`src/rtl/note_sequencer_pkg.sv`:
```
// Shared definitions for the note sequencer: state encoding, rest code and the
// 12-entry base period table (C..B) at counter_width = 8.
package note_sequencer_pkg;

    typedef enum logic [1:0] {
        IDLE = 2'd0,
        PLAY = 2'd1,
        GAP  = 2'd2
    } state_t;

    localparam logic [3:0] NOTE_REST = 4'd0;

    localparam logic [7:0] BASE_C  = 8'd239;
    localparam logic [7:0] BASE_CS = 8'd226;
    localparam logic [7:0] BASE_D  = 8'd213;
    localparam logic [7:0] BASE_DS = 8'd201;
    localparam logic [7:0] BASE_E  = 8'd190;
    localparam logic [7:0] BASE_F  = 8'd179;
    localparam logic [7:0] BASE_FS = 8'd169;
    localparam logic [7:0] BASE_G  = 8'd159;
    localparam logic [7:0] BASE_GS = 8'd150;
    localparam logic [7:0] BASE_A  = 8'd142;
    localparam logic [7:0] BASE_AS = 8'd134;
    localparam logic [7:0] BASE_B  = 8'd127;

    // Rest and reserved codes map to a zero period.
    function automatic logic [7:0] base_period(input logic [3:0] code);
        case (code)
            4'd1:    base_period = BASE_C;
            4'd2:    base_period = BASE_CS;
            4'd3:    base_period = BASE_D;
            4'd4:    base_period = BASE_DS;
            4'd5:    base_period = BASE_E;
            4'd6:    base_period = BASE_F;
            4'd7:    base_period = BASE_FS;
            4'd8:    base_period = BASE_G;
            4'd9:    base_period = BASE_GS;
            4'd10:   base_period = BASE_A;
            4'd11:   base_period = BASE_AS;
            4'd12:   base_period = BASE_B;
            default: base_period = 8'd0;
        endcase
    endfunction

endpackage

```
`src/rtl/note_period_lut.sv`:
```
// Combinational map of (note_code, note_octave) to a generator period and a
// pitched flag; the base table is scaled up to counter_width before shifting.
module note_period_lut
    import note_sequencer_pkg::*;
#(
    parameter int counter_width = 8
) (
    input  logic [3:0]               note_code,
    input  logic [1:0]               note_octave,
    output logic [counter_width-1:0] period,
    output logic                     pitched
);

    logic [counter_width-1:0] scaled;

    always_comb begin
        pitched = (note_code != NOTE_REST) && (note_code <= 4'd12);
        scaled  = counter_width'(base_period(note_code)) << (counter_width - 8);
        period  = pitched ? (scaled >> note_octave) : '0;
    end

endmodule

```
`src/rtl/note_sequencer.sv`:
```
// Note command sequencer feeding the square wave generator: holds each note for
// note_duration tempo ticks. Define NOTE_SEQ_GAP_EN for a silent inter-note gap.
//
// state | meaning
// IDLE  | ready for a command (unless stop); outputs held, gate low
// PLAY  | note sounding; prescaler and duration counter running
// GAP   | silent gap after a completed note (NOTE_SEQ_GAP_EN only)
module note_sequencer
    import note_sequencer_pkg::*;
#(
    parameter int counter_width  = 8,
    parameter int duration_width = 16,
    parameter int TICK_DIV       = 1000,
    parameter int GAP_CYCLES     = 16
) (
    input  logic                      clk,
    input  logic                      reset,
    input  logic                      note_valid,
    output logic                      note_ready,
    input  logic [3:0]                note_code,
    input  logic [1:0]                note_octave,
    input  logic [duration_width-1:0] note_duration,
    input  logic                      stop,
    output logic [counter_width-1:0]  frequency_control,
    output logic                      gate,
    output logic                      done,
    output logic                      busy
);

    localparam int              PRE_W    = (TICK_DIV > 1) ? $clog2(TICK_DIV) : 1;
    localparam logic [PRE_W-1:0] PRE_LAST = PRE_W'(TICK_DIV - 1);

    state_t                    state, state_next;
    logic [PRE_W-1:0]          pre, pre_next;
    logic [duration_width-1:0] dur_cnt, dur_next;
    logic [counter_width-1:0]  freq_next;
    logic                      gate_next, done_next;
    logic [counter_width-1:0]  lut_period;
    logic                      lut_pitched;

`ifdef NOTE_SEQ_GAP_EN
    localparam int              GAP_W    = $clog2(GAP_CYCLES + 1);
    localparam logic [GAP_W-1:0] GAP_LOAD = GAP_W'(GAP_CYCLES - 1);
    logic [GAP_W-1:0]            gap_cnt, gap_next;
`endif

    note_period_lut #(.counter_width(counter_width)) u_lut (
        .note_code  (note_code),
        .note_octave(note_octave),
        .period     (lut_period),
        .pitched    (lut_pitched)
    );

    assign note_ready = !reset && (state == IDLE) && !stop;
    assign busy       = (state != IDLE);

    always_ff @(posedge clk) begin
        if (reset) begin
            state             <= IDLE;
            pre               <= '0;
            dur_cnt           <= '0;
            frequency_control <= '0;
            gate              <= 1'b0;
            done              <= 1'b0;
`ifdef NOTE_SEQ_GAP_EN
            gap_cnt           <= '0;
`endif
        end else begin
            state             <= state_next;
            pre               <= pre_next;
            dur_cnt           <= dur_next;
            frequency_control <= freq_next;
            gate              <= gate_next;
            done              <= done_next;
`ifdef NOTE_SEQ_GAP_EN
            gap_cnt           <= gap_next;
`endif
        end
    end

    always_comb begin
        state_next = state;
        pre_next   = pre;
        dur_next   = dur_cnt;
        freq_next  = frequency_control;
        gate_next  = gate;
        done_next  = 1'b0;
`ifdef NOTE_SEQ_GAP_EN
        gap_next   = gap_cnt;
`endif
        case (state)
            IDLE: begin
                gate_next = 1'b0;
                if (note_valid && note_ready) begin
                    freq_next = lut_period;
                    dur_next  = note_duration;
                    pre_next  = '0;
                    // A zero-length note completes immediately without leaving IDLE.
                    if (note_duration == '0) begin
                        done_next = 1'b1;
                    end else begin
                        gate_next  = lut_pitched;
                        state_next = PLAY;
                    end
                end
            end
            PLAY: begin
                if (stop) begin
                    gate_next  = 1'b0;
                    state_next = IDLE;
                end else if (pre == PRE_LAST) begin
                    pre_next = '0;
                    if (dur_cnt != '0) dur_next = dur_cnt - 1'b1;
                    if (dur_cnt == duration_width'(1)) begin
                        gate_next = 1'b0;
                        done_next = 1'b1;
`ifdef NOTE_SEQ_GAP_EN
                        gap_next   = GAP_LOAD;
                        state_next = GAP;
`else
                        state_next = IDLE;
`endif
                    end
                end else begin
                    pre_next = pre + 1'b1;
                end
            end
`ifdef NOTE_SEQ_GAP_EN
            GAP: begin
                gate_next = 1'b0;
                if (stop || gap_cnt == '0) begin
                    state_next = IDLE;
                end else begin
                    gap_next = gap_cnt - 1'b1;
                end
            end
`endif
            default: begin
                gate_next  = 1'b0;
                state_next = IDLE;
            end
        endcase
    end

endmodule

```
`config.mk`:
```
export PLATFORM = sky130hd
export DESIGN_NAME = note_sequencer
export DESIGN_NICKNAME = d
export VERILOG_FILES = /design/src/rtl/note_sequencer_pkg.sv /design/src/rtl/note_period_lut.sv /design/src/rtl/note_sequencer.sv
export SDC_FILE = /design/constraint.sdc
export NUM_CORES = 1
export LEC_CHECK = 0
export BUFFER_PORTS_ARGS = -buffer_cell sky130_fd_sc_hd__clkbuf_2
export CORE_UTILIZATION = 57
export CTS_BUF_LIST = sky130_fd_sc_hd__clkbuf_16
export CTS_CLUSTER_DIAMETER = 200
export DETAILED_ROUTE_END_ITERATION = 8
export PLACE_DENSITY = 0.8
export SYNTH_ARGS = -nofsm -noshare
export SYNTH_HDL_FRONTEND = slang
export SYNTH_SLANG_ARGS = --single-unit
export TNS_END_PERCENT = 1
```
`constraint.sdc`:
```
create_clock -name clk -period 2.6 [get_ports clk]
set_clock_uncertainty 0.05 [all_clocks]
set_input_delay 0.13 -clock clk [delete_from_list [all_inputs] [get_ports clk]]
set_output_delay 0.13 -clock clk [all_outputs]
set_load 0.005 [all_outputs]
```
==> run metrics, run 1 <==
final worst-path cycle share approximately 91%; Clock Latency Late Sink 280 ps; First-pass DRT Iterations 5; Synth Warn # 0; Max-Cap Viols 0; post-synthesis sequential area ratio roughly 29%; core area 4140 µm²; Slew HR 48.9%; most common flop cell mapped by yosys dfxtp_1; Num CTS Buffers 5; mux contribution to synthesized area 2.55%; DP Cell Count 401; number of H-tree levels 2; CTS max path bufs 2; port bufs 37; cell row count 23; hold buffer count at CTS 0; Congestion Overflow GR 0; vias per cell between 6 and 7; Synth Area in Compound Gates 25.6%; XOR/XNOR share of the synthesized area between 2 and 3%; chip height 68.9 µm; VDD IR-drop max 384 µV; status finished, final reports clean; initial antenna violation count 0; post-layout util 69.5%; Leak 1.11 nW; Worst Path Required approximately 2700 ps; Routed WL per cell approximately 16 µm; Synth cell types 65; Layout Cells excl Fill 409; worst setup path start dur_cnt[0]$_SDFFE_PP0P_; slowest stage delay, CP 540 ps; worst min-delay path class primary input to flip-flop; area of the mapped netlist approximately 2600 µm²; Crit Path Max Fanout 13; post-CTS sizing 0; crit path capture type flip-flop; WS Path Type flip-flop to flip-flop; unrepaired setup endpoints after global routing no; slowest library cell on the worst path or4b_4; largest net degree at the start of global routing 28; initial DRC count 372; Post-layout nets 392; IO Pins 38; Min-Delay Endpoint dur_cnt[2]$_SDFFE_PP0P_; Final Hold Fails 0; HPWL Detailed approximately 4.6 mm; Hold Slack 34.7 ps; share of cells above drive strength 1 between 10% and 20%; hold_sp note_duration[2]; simple-gate area share of the yosys netlist 29.8%; Starting Density between 60% and 70%; EDFF count, synth 0; Syn-to-layout area delta 12.8%; vias in the first global route about 2,200; Final Critical Period between 2000 and 2500 ps; ant diodes 0; Die Wd 68.9 µm; Routed WL 6.56 mm; Worst R2R Setup Slack around 230 ps; most frequent cells in the layout dfxtp_1, clkbuf_2, nor2_1; first-pass GRT wire length 10.3 mm; adder-cell area share of the yosys netlist 3.92%; CP cell instances inv_1 > ha_1 > or4b_4 > nor4_4 > a21oi_2 > a31oi_1 > o311ai_0; total power 0.00148 W; DR DRC count 0; final setup fails 0; gr usage total 29.0%; clock edge transition at the registers on the reported setup and hold paths 60 ps; Mapped Nets 363; CTS root buf clkbuf_16; CTS tree yes; R2R Path End dur_cnt[3]$_SDFFE_PP0P_; Final ANT Viol Nets 0; RePlAce Congestion 0.882; R2R depth 7; post-CTS setup buffers 0; Fmax between 0.4 and 0.5 GHz; WP data arrival roughly 2500 ps; Pins Over Slew Limit 0; worst flop-to-flop path startpoint dur_cnt[0]$_SDFFE_PP0P_; asr flop ratio synth 0%; die area ~4700 µm²; PD cells 515 nW/µm²; Slew @ Worst Pin between 700 and 800 ps; startpoint types flip-flop; clock sink total 37; synthesized instance count approximately 330; synthesized area per cell 7.75 µm²; Post-Route Setup TNS 0 ps; main combinational cell family by area after synthesis simple AND/OR/NAND/NOR gates; total number of vias 2,696; FF+latch count, synth 37; hold path depth 3
==> synth_stat cells, types with 2 or more instances <==
cell type / instances / area share, %
nor3b_1: 3 / 0.88
nor2b_1: 5 / 1.2
o2111ai_1: 2 / 0.69
inv_1: 10 / 1.5
ha_1: 8 / 3.9
nor4b_1: 2 / 0.69
o311ai_0: 3 / 1.0
mux2i_1: 2 / 0.78
nand2_1: 23 / 3.4
nand3_1: 14 / 2.7
a211oi_1: 7 / 2.1
a32oi_1: 6 / 2.1
a21oi_1: 26 / 5.1
buf_2: 2 / 0.39
o211ai_1: 2 / 0.59
nor3_1: 11 / 2.2
a22oi_1: 2 / 0.59
xor2_1: 5 / 1.7
o21ai_0: 19 / 3.7
nor4_1: 6 / 1.5
and3_1: 5 / 1.2
mux2_2: 2 / 0.88
clkbuf_1: 14 / 2.1
buf_6: 4 / 1.8
xnor2_1: 3 / 1.0
nor2_1: 34 / 5.0
nand2b_1: 8 / 2.0
nand4_1: 10 / 2.5
a31oi_1: 8 / 2.0
or3b_2: 2 / 0.69
dfxtp_1: 37 / 29
buf_1: 2 / 0.29
and2_1: 5 / 1.2
a32o_1: 3 / 1.2
o31ai_1: 4 / 1.2
==> final cells by class <==
cell class | instances | area [µm²]
clock buffer | 5 | 125
clock inverter | 3 | 17.5
fill | 346 | 1260
inverter | 11 | 41.3
multi-input combinational | 258 | 1650
sequential | 37 | 741
tap | 50 | 62.6
timing repair buffer | 45 | 245
==> power by group <==
part	leakage, nW	switching (W)	internal [W]	total (W)
registers	0.300	0.0000220	0.000587	0.000609
clock network	0.0696	0.000229	0.000351	0.000580
logic	0.742	0.000178	0.000115	0.000293
==> critical path: cells and delay by family (launching register included) <==
kind / cells / cell delay [ps]
and+or+nand+nor: 2 / 960
AOI/OAI and AO/OA: 3 / 530
buffers and inverters: 1 / 90
DFF: 1 / 360
adders and majority gates: 1 / 230
==> per-stage QoR <==
stage,cell area [µm²],worst slack (ps)
2_1_floorplan,2550,491
3_3_place_gp,2740,414
3_5_place_dp,2740,273
4_1_cts,2880,243
5_1_grt,2880,113
6_report,2880,230
==> routing by layer <==
layer  global-route usage, %  routed length [µm]
met5                       0                   0
met4                    9.44                 129
met3                    4.93                 582
met2                    43.7                2960
met1                    41.6                2900
==> worst max path at each step <==
stage | endpoint | slack (ps) | depth (start not counted)
after floorplan | dur_cnt[15]$_SDFFE_PP0P_ | 490 | 8
after global placement | dur_cnt[3]$_SDFFE_PP0P_ | 410 | 7
after detailed placement | dur_cnt[3]$_SDFFE_PP0P_ | 270 | 7
after CTS | dur_cnt[3]$_SDFFE_PP0P_ | 240 | 7
after global routing | dur_cnt[3]$_SDFFE_PP0P_ | 110 | 7
final | dur_cnt[3]$_SDFFE_PP0P_ | 230 | 7
==> sequential cells by signal, indices dropped and copies added (netlist names) <==
register,count
state,1
gate,1
dur_cnt,16
done,1
frequency_control,8
pre,10
==> kinds of logic after synthesis <==
group | count (synthesis)
buf+inv | 34
fa+ha+maj | 8
compound gates | 97
xor+xnor | 8
flops | 37
mux | 5
simple gates | 140
(Power assumes the default switching activity.)
==> inputs of run 2 (changes only) <==
--- a/config.mk
+++ b/config.mk
@@ -11,6 +11,7 @@
 export CTS_CLUSTER_DIAMETER = 200
 export DETAILED_ROUTE_END_ITERATION = 8
 export PLACE_DENSITY = 0.8
+export REMOVE_ABC_BUFFERS = 1
 export SYNTH_ARGS = -nofsm -noshare
 export SYNTH_HDL_FRONTEND = slang
 export SYNTH_SLANG_ARGS = --single-unit
==> run 2 against run 1 <==
Maximum frequency grew 0.42%. Power grew 14%. Sequential power is essentially flat. Clock power grew 35%. Hold slack lost 8.3 ps. Register-to-register slack is essentially flat. Critical path type unchanged.
==> run metrics, run 2 (synthesis results as in run 1) <==
core area 4140 µm² (unchanged); HPWL Detailed 4.59 mm (-0.76%); most frequent cells in the layout dfxtp_1, clkbuf_2, nor2_1; Leak 1.14 nW (+2.2%); Final Hold Fails 0 (unchanged); post-CTS sizing 0 (unchanged); Final ANT Viol Nets 0 (unchanged); Stages on worst setup path 7 (unchanged); worst min-delay path class primary input to flip-flop; final setup fails 0 (unchanged); Top Registers dur_cnt: 16 flops, pre: 10 flops, frequency_control: 8 flops; largest net degree at the start of global routing 27 (-3.6%); Routed WL 6.47 mm (-1.4%); R2R depth 7 (unchanged); Slew HR 59.2% (+10 points); clock edge transition at the registers on the reported setup and hold paths 60 ps (about the same); CTS tree yes; unrepaired setup endpoints after global routing no; Syn-to-layout area delta 14.7%; post-CTS setup buffers 0 (unchanged); crit path capture type flip-flop; Num CTS Buffers 5 (unchanged); vias in the first global route 2,260 (+2.7%); IO Pins 38 (unchanged); initial DRC count 289 (-22%); first-pass GRT wire length 10.5 mm (+1.8%); Final Critical Period 2360 ps (-9.83 ps); Congestion Overflow GR 0 (unchanged); startpoint types flip-flop; die area 4750 µm² (unchanged); DR DRC count 0 (unchanged); CTS max path bufs 2 (unchanged); worst setup path start dur_cnt[0]$_SDFFE_PP0P_; status finished, final reports clean; Clock Latency Late Sink 280 ps (about the same); port bufs 37 (unchanged); DP Cell Count 401 (unchanged); WS Path Type flip-flop to flip-flop; critical path buffer and inverter count 1 (unchanged); gr usage total 29.6% (+0.54 points); Layout Cells excl Fill 409 (unchanged); Post-layout nets 392 (unchanged); Slew @ Worst Pin 596 ps (-159 ps); CP cell instances inv_1 > ha_1 > or4b_4 > nor4_4 > a21oi_2 > a32oi_1 > nand2_1; RePlAce Congestion 0.910 (+3.2%); CP top delay family simple AND/OR/NAND/NOR gates; number of H-tree levels 2 (unchanged); Hold Slack 26.4 ps (-8.34 ps); ant diodes 0 (unchanged); WP data arrival 2480 ps (+30 ps); Routed WL per cell 15.8 µm (-1.4%); fillers 359 (+3.8%); worst flop-to-flop path startpoint dur_cnt[0]$_SDFFE_PP0P_; CTS root buf clkbuf_16; Max-Cap Viols 0 (unchanged); VDD IR-drop max 359 µV (-6.6%); PD cells 577 nW/µm² (+12%); Starting Density 61.6% (unchanged); total power 0.00169 W (+14%); clock sink total 37 (unchanged); cell row count 23 (unchanged); total number of vias 2,602 (-3.5%); hold buffer count at CTS 0 (unchanged); First-pass DRT Iterations 5 (unchanged); Post-Route Setup TNS 0 ps (unchanged); Worst Path Required 2720 ps (+40 ps); hold path depth 3 (unchanged); vias per cell 6.36 (-3.5%); hold_sp note_duration[11]; post-layout util 70.6% (+1.1 points); share of cells above drive strength 1 19.8% (unchanged); initial antenna violation count 0 (unchanged); slowest library cell on the worst path or4b_4; Die Wd 68.9 µm (unchanged); Crit Path Max Fanout 13 (unchanged); chip height 68.9 µm (unchanged); largest register by flop count dur_cnt; Fmax 0.424 GHz (+0.42%); final worst-path cycle share 90.8% (-0.38 points); Pins Over Slew Limit 0 (unchanged); max reg flops 16 (unchanged); slowest stage delay, CP 550 ps (about the same)
-- run 2: worst paths after layout --
path | to | slack (ps)
setup reg to reg | dur_cnt[2]$_SDFFE_PP0P_ | 240
hold reg to reg | frequency_control[7]$_SDFFE_PP0P_ | 410
hold / removal | dur_cnt[11]$_SDFFE_PP0P_ | 30
setup / recovery | dur_cnt[2]$_SDFFE_PP0P_ | 240
-- run 2: metal layers --
layer,global-route usage (%),wire [µm],vias to the layer above
met3,5.76,432,13
li1,-,-,1288
met1,43.1,3030,1189
met4,10.5,102,0
met2,42.6,2900,112
met5,0,0,-
-- run 2: worst reg2reg max path, delay by kind of cell, from the launching register on --
family                     cells  cell delay, ps
and+or+nand+nor                3            1050
AOI/OAI and AO/OA              2             450
DFF                            1             360
adders and majority gates      1             240
buffers and inverters          1             100
-- run 2: area by class of cell --
cell class / count / area (µm²) / share of cell area, %
multi-input combinational: 258 / 1650 / 56.3
inverter: 11 / 41.3 / 1.41
sequential: 37 / 741 / 25.3
clock buffer: 5 / 125 / 4.28
clock inverter: 3 / 65.1 / 2.22
tap: 50 / 62.6 / 2.14
timing repair buffer: 45 / 245 / 8.38
-- run 2: through the flow --
| stage | area (µm²) | worst slack (ps) |
|---|---|---|
| floorplan | 2430 | 437 |
| finish | 2930 | 240 |
| detailed placement | 2740 | 302 |
| global placement | 2740 | 407 |
| global route | 2930 | 83.7 |
| CTS | 2930 | 280 |
-- run 2: power by group --
group          internal, W  leakage (nW)  switching [W]
clock network     0.000548        0.0938       0.000237
registers         0.000587         0.300      0.0000221
logic             0.000118         0.742       0.000178
==> inputs of run 3 (changes only) <==
--- a/config.mk
+++ b/config.mk
@@ -6,11 +6,11 @@
 export NUM_CORES = 1
 export LEC_CHECK = 0
 export BUFFER_PORTS_ARGS = -buffer_cell sky130_fd_sc_hd__clkbuf_2
-export CORE_UTILIZATION = 57
+export CORE_UTILIZATION = 46
 export CTS_BUF_LIST = sky130_fd_sc_hd__clkbuf_16
 export CTS_CLUSTER_DIAMETER = 200
 export DETAILED_ROUTE_END_ITERATION = 8
-export PLACE_DENSITY = 0.8
+export PLACE_DENSITY = 0.67
 export REMOVE_ABC_BUFFERS = 1
 export SYNTH_ARGS = -nofsm -noshare
 export SYNTH_HDL_FRONTEND = slang
==> run 3 against run 2 <==
Routed wire length decreased by 0.26%. Critical path depth decreased by 1. Power shrank 13%. Critical path type unchanged. Largest cell class unchanged. Largest power group is now sequential cells.
==> run metrics, run 3 (synthesis results as in run 1) <==
Fmax 0.436 GHz (+2.8%); Worst R2R Setup Slack 300 ps (+60 ps); initial DRC count 168 (-42%); placed cell area 2750 µm² (+0.37%); unrepaired setup endpoints after global routing no; Final Critical Period 2300 ps (-63.9 ps); port bufs 37 (unchanged); CTS tree yes; Worst Path Required 2720 ps (about the same); Place WS 337 ps (+34.9 ps); crit path capture type flip-flop; Num CTS Buffers 5 (unchanged); die area 5850 µm² (+23%); final non-filler cell area 2880 µm² (-1.5%); final worst-path cycle share 88.3% (-2.5 points); first-pass GRT wire length 10.9 mm (+3.4%); First-pass DRT Iterations 4 (-1); total number of vias 2,581 (-0.81%); VDD IR-drop max 303 µV (-16%); Slew HR 57.2% (-2.0 points); area of the multi-input gates 1650 µm² (unchanged); Syn-to-layout area delta 13.0%; vias per cell 6.04 (-5.0%); FF/Latch Area 741 µm² (unchanged); PD cells 512 nW/µm² (-11%); DR DRC count 0 (unchanged); setup slack after layout 304 ps (+63.9 ps); Clock Latency Late Sink 280 ps (about the same); Logic pwr share 19.5% (+2.0 points); cell row count 26 (+13%); status finished, final reports clean; hold_sp note_duration[11]; final setup fails 0 (unchanged); post-layout util 55.1% (-16 points); M2 GR Usage 34.1% (-8.5 points); met3 Track Usage GR 4.31% (-1.4 points); IO Pins 38 (unchanged); vias in the first global route 2,234 (-1.2%); Starting Density 48.7% (-13 points); Top Registers dur_cnt: 16 flops, pre: 10 flops, frequency_control: 8 flops; Routed WL per cell 15.1 µm (-4.5%); Post-Route Setup TNS 0 ps (unchanged); HPWL Detailed 4.69 mm (+2.1%); Post-layout nets 390 (-0.51%); Routed WL 6.45 mm (-0.26%); CTS root buf clkbuf_16; RePlAce Congestion 0.838 (-7.9%); clock edge transition at the registers on the reported setup and hold paths 60 ps (about the same); chip height 76.5 µm (+11%); hold buffer count at CTS 0 (unchanged); hold path depth 3 (unchanged); post-CTS sizing 0 (unchanged); ant diodes 0 (unchanged); Final Hold Fails 0 (unchanged); share of cells above drive strength 1 18.8% (-1.0 points); Sw Ratio 29.1% (+3.2 points); M1 GR Usage 32.0% (-11 points); Congestion Overflow GR 0 (unchanged); Pint 0.00105 W (-16%); busiest grt layer met2; Min-Delay Endpoint dur_cnt[11]$_SDFFE_PP0P_; NetSw 0.000430 W (-1.6%); R2R depth 6 (-1); Leak 1.10 nW (-3.0%); most frequent cells in the layout dfxtp_1, clkbuf_2, nor2_1; max reg flops 16 (unchanged); WS Path Type flip-flop to flip-flop; initial antenna violation count 0 (unchanged); core area 5240 µm² (+26%); clock sink total 37 (unchanged); Die Wd 76.5 µm (+11%); post-CTS setup buffers 0 (unchanged); R2R Path End dur_cnt[3]$_SDFFE_PP0P_; WP data arrival 2420 ps (-60 ps); CTS max path bufs 2 (unchanged); number of H-tree levels 2 (unchanged); Slew @ Worst Pin 642 ps (+45.5 ps); Crit Path Max Fanout 13 (unchanged); worst flop-to-flop path startpoint pre[0]$_SDFFE_PP0P_; clock share of power 39.4% (-7.0 points); register share of total power 41.1% (+5.1 points); Max-Cap Viols 0 (unchanged); worst min-delay path class primary input to flip-flop; largest register by flop count dur_cnt; gr usage total 22.7% (-6.8 points); largest net degree at the start of global routing 28 (+3.7%); Final ANT Viol Nets 0 (unchanged); fillers 501 (+40%); Pins Over Slew Limit 0 (unchanged); startpoint types flip-flop
## run 3: area by class of cell
type	instances	share of cell area, %
multi-input cells	258	57.1
clock buffers	5	4.34
inverters	11	1.43
repair buffers	43	7.98
well taps	70	3.04
flip-flops and latches	37	25.7
clock inverters	3	0.434
## run 3: worst max path at each step
stage	from	end	slack (ps)	cells after the start
3_5_place_dp	dur_cnt[0]$_SDFFE_PP0P_	dur_cnt[15]$_SDFFE_PP0P_	340	7
3_3_place_gp	dur_cnt[0]$_SDFFE_PP0P_	dur_cnt[3]$_SDFFE_PP0P_	390	7
6_report	pre[0]$_SDFFE_PP0P_	dur_cnt[3]$_SDFFE_PP0P_	300	6
4_1_cts	dur_cnt[0]$_SDFFE_PP0P_	dur_cnt[3]$_SDFFE_PP0P_	320	7
5_1_grt	pre[0]$_SDFFE_PP0P_	dur_cnt[3]$_SDFFE_PP0P_	110	6
2_1_floorplan	state[0]$_SDFFE_PP0P_	dur_cnt[3]$_SDFFE_PP0P_	440	5
## run 3: worst max-delay path: stages (launching register included)
cell,delay [ps]
dfxtp_1,370
ha_1,190
and2_1,250
nand4_1,280
a21oi_2,600
a31oi_1,160
o311ai_0,280
## run 3: per-stage QoR
| step | total power [W] | std cells | hold WS, ps |
|---|---|---|---|
| 2_1_floorplan | 0.000791 | 306 | 149 |
| 3_3_place_gp | 0.000903 | 419 | 304 |
| 3_5_place_dp | 0.000902 | 419 | 309 |
| 4_1_cts | 0.00148 | 427 | 17.4 |
| 5_1_grt | 0.00155 | 427 | 26.4 |
| 6_report | 0.00148 | 427 | 16.4 |
## run 3: power groups by stage
stage,clock (W),sequential [W],combinational (W)
final,0.000582,0.000608,0.000288
after global placement,0,0.000619,0.000284
after global routing,0.000615,0.000611,0.000319
after detailed placement,0,0.000620,0.000282
after floorplan,0,0.000617,0.000174
after CTS,0.000586,0.000608,0.000284
## run 3: metal layers
layer  vias up  share of wire (%)
li1       1282                  -
met1      1197                 48
met2        96                 44
met3         6                6.4
met4         0                1.3
met5         -                  0
